File: config.mk
export PLATFORM = sky130hd
export DESIGN_NAME = hybrid_slave_rx
export DESIGN_NICKNAME = d
export VERILOG_FILES = /design/src/rtl/hybrid_slave_rx.sv
export SDC_FILE = /design/constraint.sdc
export NUM_CORES = 1
export LEC_CHECK = 0
export CAP_MARGIN = 10
export CORE_MARGIN = 2
export CORE_UTILIZATION = 25
export CTS_CLUSTER_SIZE = 24
export DETAILED_ROUTE_END_ITERATION = 6
export GPL_TIMING_DRIVEN = 0
export SLEW_MARGIN = 20
export SYNTH_ARGS = -nofsm -noshare
export SYNTH_HDL_FRONTEND = slang
export SYNTH_SLANG_ARGS = --single-unit
File: constraint.sdc
create_clock -name clk -period 2.36 [get_ports clk]
set_input_delay 0.236 -clock clk [delete_from_list [all_inputs] [get_ports clk]]
set_output_delay 0.236 -clock clk [all_outputs]
set_load 0.1 [all_outputs]
File: src/rtl/hybrid_slave_rx.sv
// hybrid_slave_rx: dual-edge serial receiver, R channel on posedge and F channel on negedge,
// each deserialised LSB-first into a one-entry hold register with valid/read, overflow and count.
module hybrid_slave_rx #(
  parameter int DW = 8,
  parameter int CW = 8
) (
  input  logic          clk,
  input  logic          rst_n,
  input  logic          sbda,
  input  logic          en_r,
  input  logic          en_f,
  input  logic          rd_r,
  input  logic          rd_f,
  input  logic          ovf_clr,
  output logic [DW-1:0] byte_r,
  output logic          vld_r,
  output logic [DW-1:0] byte_f,
  output logic          vld_f,
  output logic          ovf_r,
  output logic          ovf_f,
  output logic [CW-1:0] cnt_r,
  output logic [CW-1:0] cnt_f
);
  localparam int BW = (DW > 1) ? $clog2(DW) : 1;
  localparam logic [BW-1:0] LAST = BW'(DW - 1);
  typedef enum logic {IDLE, SHIFT} st_t;
  st_t st_r_q, st_r_d, st_f_q, st_f_d;
  logic [BW-1:0] bc_r_q, bc_r_d, bc_f_q, bc_f_d;
  logic [DW-1:0] sh_r_q, sh_r_d, sh_f_q, sh_f_d, stage_f_q, stage_f_d;
  logic [DW-1:0] hold_r_q, hold_r_d, hold_f_q, hold_f_d;
  logic tog_f_q, tog_f_d, tog_seen_q;
  logic vld_r_q, vld_r_d, vld_f_q, vld_f_d, ovf_r_q, ovf_r_d, ovf_f_q, ovf_f_d;
  logic [CW-1:0] cnt_r_q, cnt_r_d, cnt_f_q, cnt_f_d;
  logic done_r, done_f, xfer_f, acc_r, acc_f;
  always_comb begin
    done_r   = en_r && st_r_q == SHIFT && bc_r_q == LAST;
    st_r_d   = en_r ? SHIFT : IDLE;
    bc_r_d   = (!en_r || done_r) ? '0 : bc_r_q + BW'(1);
    sh_r_d   = en_r ? {sbda, sh_r_q[DW-1:1]} : sh_r_q;
    done_f   = en_f && st_f_q == SHIFT && bc_f_q == LAST;
    st_f_d   = en_f ? SHIFT : IDLE;
    bc_f_d   = (!en_f || done_f) ? '0 : bc_f_q + BW'(1);
    sh_f_d   = en_f ? {sbda, sh_f_q[DW-1:1]} : sh_f_q;
    stage_f_d = done_f ? sh_f_d : stage_f_q;
    tog_f_d  = tog_f_q ^ done_f;
  end
  // F completions reach the posedge domain as a toggle, so the stage is stable for a full cycle
  always_comb begin
    xfer_f   = tog_f_q ^ tog_seen_q;
    acc_r    = done_r && (!vld_r_q || rd_r);
    acc_f    = xfer_f && (!vld_f_q || rd_f);
    hold_r_d = acc_r ? sh_r_d : hold_r_q;
    hold_f_d = acc_f ? stage_f_q : hold_f_q;
    vld_r_d  = acc_r || (vld_r_q && !rd_r);
    vld_f_d  = acc_f || (vld_f_q && !rd_f);
    ovf_r_d  = (done_r && vld_r_q && !rd_r) || (ovf_r_q && !ovf_clr);
    ovf_f_d  = (xfer_f && vld_f_q && !rd_f) || (ovf_f_q && !ovf_clr);
    cnt_r_d  = cnt_r_q + CW'(acc_r);
    cnt_f_d  = cnt_f_q + CW'(acc_f);
  end
  always_ff @(posedge clk or negedge rst_n) begin
    if (!rst_n) begin
      st_r_q     <= IDLE;
      bc_r_q     <= '0;
      sh_r_q     <= '0;
      tog_seen_q <= 1'b0;
      hold_r_q   <= '0;
      hold_f_q   <= '0;
      vld_r_q    <= 1'b0;
      vld_f_q    <= 1'b0;
      ovf_r_q    <= 1'b0;
      ovf_f_q    <= 1'b0;
      cnt_r_q    <= '0;
      cnt_f_q    <= '0;
    end else begin
      st_r_q     <= st_r_d;
      bc_r_q     <= bc_r_d;
      sh_r_q     <= sh_r_d;
      tog_seen_q <= tog_f_q;
      hold_r_q   <= hold_r_d;
      hold_f_q   <= hold_f_d;
      vld_r_q    <= vld_r_d;
      vld_f_q    <= vld_f_d;
      ovf_r_q    <= ovf_r_d;
      ovf_f_q    <= ovf_f_d;
      cnt_r_q    <= cnt_r_d;
      cnt_f_q    <= cnt_f_d;
    end
  end
  always_ff @(negedge clk or negedge rst_n) begin
    if (!rst_n) begin
      st_f_q    <= IDLE;
      bc_f_q    <= '0;
      sh_f_q    <= '0;
      stage_f_q <= '0;
      tog_f_q   <= 1'b0;
    end else begin
      st_f_q    <= st_f_d;
      bc_f_q    <= bc_f_d;
      sh_f_q    <= sh_f_d;
      stage_f_q <= stage_f_d;
      tog_f_q   <= tog_f_d;
    end
  end
  assign byte_r = hold_r_q;
  assign byte_f = hold_f_q;
  assign vld_r  = vld_r_q;
  assign vld_f  = vld_f_q;
  assign ovf_r  = ovf_r_q;
  assign ovf_f  = ovf_f_q;
  assign cnt_r  = cnt_r_q;
  assign cnt_f  = cnt_f_q;
endmodule
==> qor.csv <==
stage;metric;value;unit
clock_network;cts.sinks;69;
critical_path;cp.arrival;2.84;ns
power;p_switching;1.06;mW
sta;fin_setup_tns;-3.49;ns
cells_and_area;fin_cells;374;
cells_and_area;nets;249;
place;dp_hpwl;3.04;mm
critical_path;cp_top_family;flip-flops;
logic_synthesis;synth_seq_cells;69;
cells_and_area;layout-drive-gt1-share;31.5;%
die;fp.dieH;107;microns
sta;fin_ws;-0.260;ns
power;power.density;868;mW/mm^2
routing;vias_per_cell;4.10;
sta;slew_headroom;33.1;%
critical_path;crit_chain;xnor2_2 -> a21o_4 -> inv_4 -> ha_4 -> nand3_4 -> buf_4 -> xnor2_2;
routing;ant_nets;0;
power;power_leakage;1.71;nW
logic_synthesis;ys_top_cells_by_area;dfrtp_1, dfrtn_1, mux2_2, mux2_4, ha_1;
power;pwr-share-seq;46.1;%
critical_path;path_buf_inv;2;
logic_synthesis;syn_nets;189;
routing;drt_iter0_markers;31;
sta;fin_hold_ws;0.371;ns
critical_path;critPathSlowestCell;dfrtn_1;
critical_path;crit_top_cell;xnor2_2;
sta;setup_viol;15;
clock_network;tritoncts;built;
place;dpl_worst_slack;-0.634;ns
logic_synthesis;synth.avg_cell_area;15.2;sq um
routing;drcViolationCount;0;
die;die-area;0.0114;sq mm
clock_network;cts.clk_slew.worst_paths;0.07;ns
place;io_buffers;43;
global_route;grt_pass1_vias;1687;
sta;fin_worst_skew;0.0124;ns
die;initial_core_util;25.7;%
critical_path;crit_type;reg2reg;
cells_and_area;final_common_cell;dfrtp_1;
power;total_power;3.11;mW
outcome;status;finished with violations;
routing;num_vias;1532;
cells_and_area;post-route-util;34.9;%
sta;final_max_slew_viol_count;0;
outcome;violations;negative setup slack;
clock_network;cts_buffer_depth;2;
routing;wl_per_cell;12.3;microns
place;dpl.cell_count;353;
die;io_pins;44;
cells_and_area;fillCellCount;1023;
place;routabilityCongestion;0.709;
routing;first_pass_iters;4;
die;core;0.0103;sq mm
logic_synthesis;yosysTopAreaCellShare;46.5;%
sta;rsz0062_at_grt;yes;
die;die_w;107;microns
logic_synthesis;ys_warn_count;0;
clock_network;h-tree-depth;3;
die;rows;37;
global_route;grt_pass1_wl;7.96;mm
logic_synthesis;syn-instance-count;173;
routing;wirelength;4.59;mm
logic_synthesis;synth.largest_area_cell;dfrtp_1;
cells_and_area;diodes;0;
global_route;grtUsageTotal;9.23;%
clock_network;cts_root_buf;clkbuf_8;
critical_path;crit_fanout;3;
critical_path;worstSetupEndpointType;flip-flop;
global_route;antenna_found_initial;0;
cells_and_area;stdcell_area;0.00359;sq mm
global_route;grt_max_degree;37;
flow_run;cap_violations;0;
logic_synthesis;ys_types;19;
sta;finalHoldViolations;0;
worst_hold_path;worst_hold_path_type;reg2reg;
critical_path;critPathMaxStageDelay;0.46;ns
power;p_int;2.05;mW
logic_synthesis;ys_seq_area_share;65.5;%
clock_network;insertion_delay;0.33;ns
power;power.share.switching;34.2;%
sta;tightest_slew;1.00;ns
cells_and_area;syn_to_final_growth;36.1;%
cells_and_area;layout_common_cells;dfrtp_1, clkdlybuf4s50_1, mux2_2;
clock_network;cts_made_buffers;9;
power;p_clk_share;28.8;%
critical_path;required;2.58;ns
global_route;grt_overflow;0;
critical_path;start_kind;flip-flop;
power;ir_worst_vdd;0.399;mV
logic_synthesis;syn-cell-area;0.00264;sq mm
power;p_comb_share;25.1;%
place;dpl-instance-area;0.00331;sq mm
[power by group through the flow]
stage          logic, mW  registers, mW  clock network [mW]
5_1_grt            0.820           1.46               0.998
4_1_cts            0.798           1.44               0.951
6_report           0.780           1.44               0.898
3_5_place_dp       0.759           1.45                   0
2_1_floorplan      0.181           1.82                   0
3_3_place_gp       0.749           1.45                   0
[layer usage]
metal	global-route usage, %	vias up	share of wire, %
met2	13.9	32	46
met5	0	-	0
li1	-	720	-
met3	2.98	8	5.5
met1	11.3	772	46
met4	6.03	0	2.3
[registers in the layout, indices dropped and copies added (netlist names)]
name	count
byte_f	8
sh_f_q	7
vld_r	1
ovf_r	1
vld_f	1
st_r_q	1
tog_f_q	1
bc_f_q	3
byte_r	8
st_f_q	1
ovf_f	1
stage_f_q	8
tog_seen_q	1
bc_r_q	3
cnt_r	8
cnt_f	8
sh_r_q	8
[layout make-up]
| cell class | instances | area [sq um] | area share, % |
|---|---|---|---|
| Sequential cell | 69 | 1730 | 48.1 |
| Clock buffer | 13 | 170 | 4.74 |
| Buffer | 3 | 15.0 | 0.419 |
| Clock inverter | 3 | 16.3 | 0.453 |
| Tap cell | 136 | 170 | 4.74 |
| Timing Repair Buffer | 50 | 507 | 14.1 |
| Multi-Input combinational cell | 96 | 965 | 26.9 |
| Inverter | 4 | 17.5 | 0.488 |
[path summary, 6_finish.rpt]
path                            cells after the start  slack (ns)                start               endpoint
worst max-delay path                                7       -0.26    tog_f_q$_DFF_NN0_     cnt_f[3]$_DFF_PN0_
worst min-delay path                                1        0.37  bc_f_q[0]$_DFF_NN0_    bc_f_q[0]$_DFF_NN0_
worst max register to register                      7       -0.26    tog_f_q$_DFF_NN0_     cnt_f[3]$_DFF_PN0_
worst min register to register                      1        0.37  bc_f_q[0]$_DFF_NN0_    bc_f_q[0]$_DFF_NN0_
max in group asynchronous                           3        0.33                rst_n      tog_f_q$_DFF_NN0_
min in group asynchronous                           2        0.39                rst_n  byte_f[0]$_DFFE_PN0N_
[worst register-to-register path: cells and delay by family, from the launching register on]
kind	cells	cell delay [ns]
AOI/OAI and AO/OA	1	0.21
xor gates and xnor gates	2	0.21
adders and majority gates	1	0.14
and+or+nand+nor	1	0.10
buffers and inverters	2	0.22
DFF	1	0.46
[synthesized netlist by cell type]
library cell  instances
dfrtp_1              49
ha_1                  8
mux2_2               31
nor2b_1               1
o22ai_1               2
a21o_1                1
buf_2                 3
nand3_1              10
nand2_1               9
mux2_4                8
buf_6                 1
inv_1                 4
dfrtn_1              20
xnor2_1              10
nor3_1                1
nor2_1                3
nand2b_1              1
and3_1                7
xor2_1                4
[timing repair]
action / in CTS / in global routing
pin swaps: 5 / 3
resized for setup: 12 / 6
buffers inserted: 4 / 2
endpoints found under the setup margin: 31 / 16
hold buffers: 1 / 0
hold endpoints to repair: 24 / 0
[logic make-up after synthesis]
family	share of synthesized area (%)
xor gates and xnor gates	4.65
and+or+nand+nor	5.93
DFF	65.5
buffers and inverters	1.57
AOI/OAI and AO/OA	0.759
muxes	17.8
adders and majority gates	3.80
No activity file was read; power rests on OpenSTA's default activity.
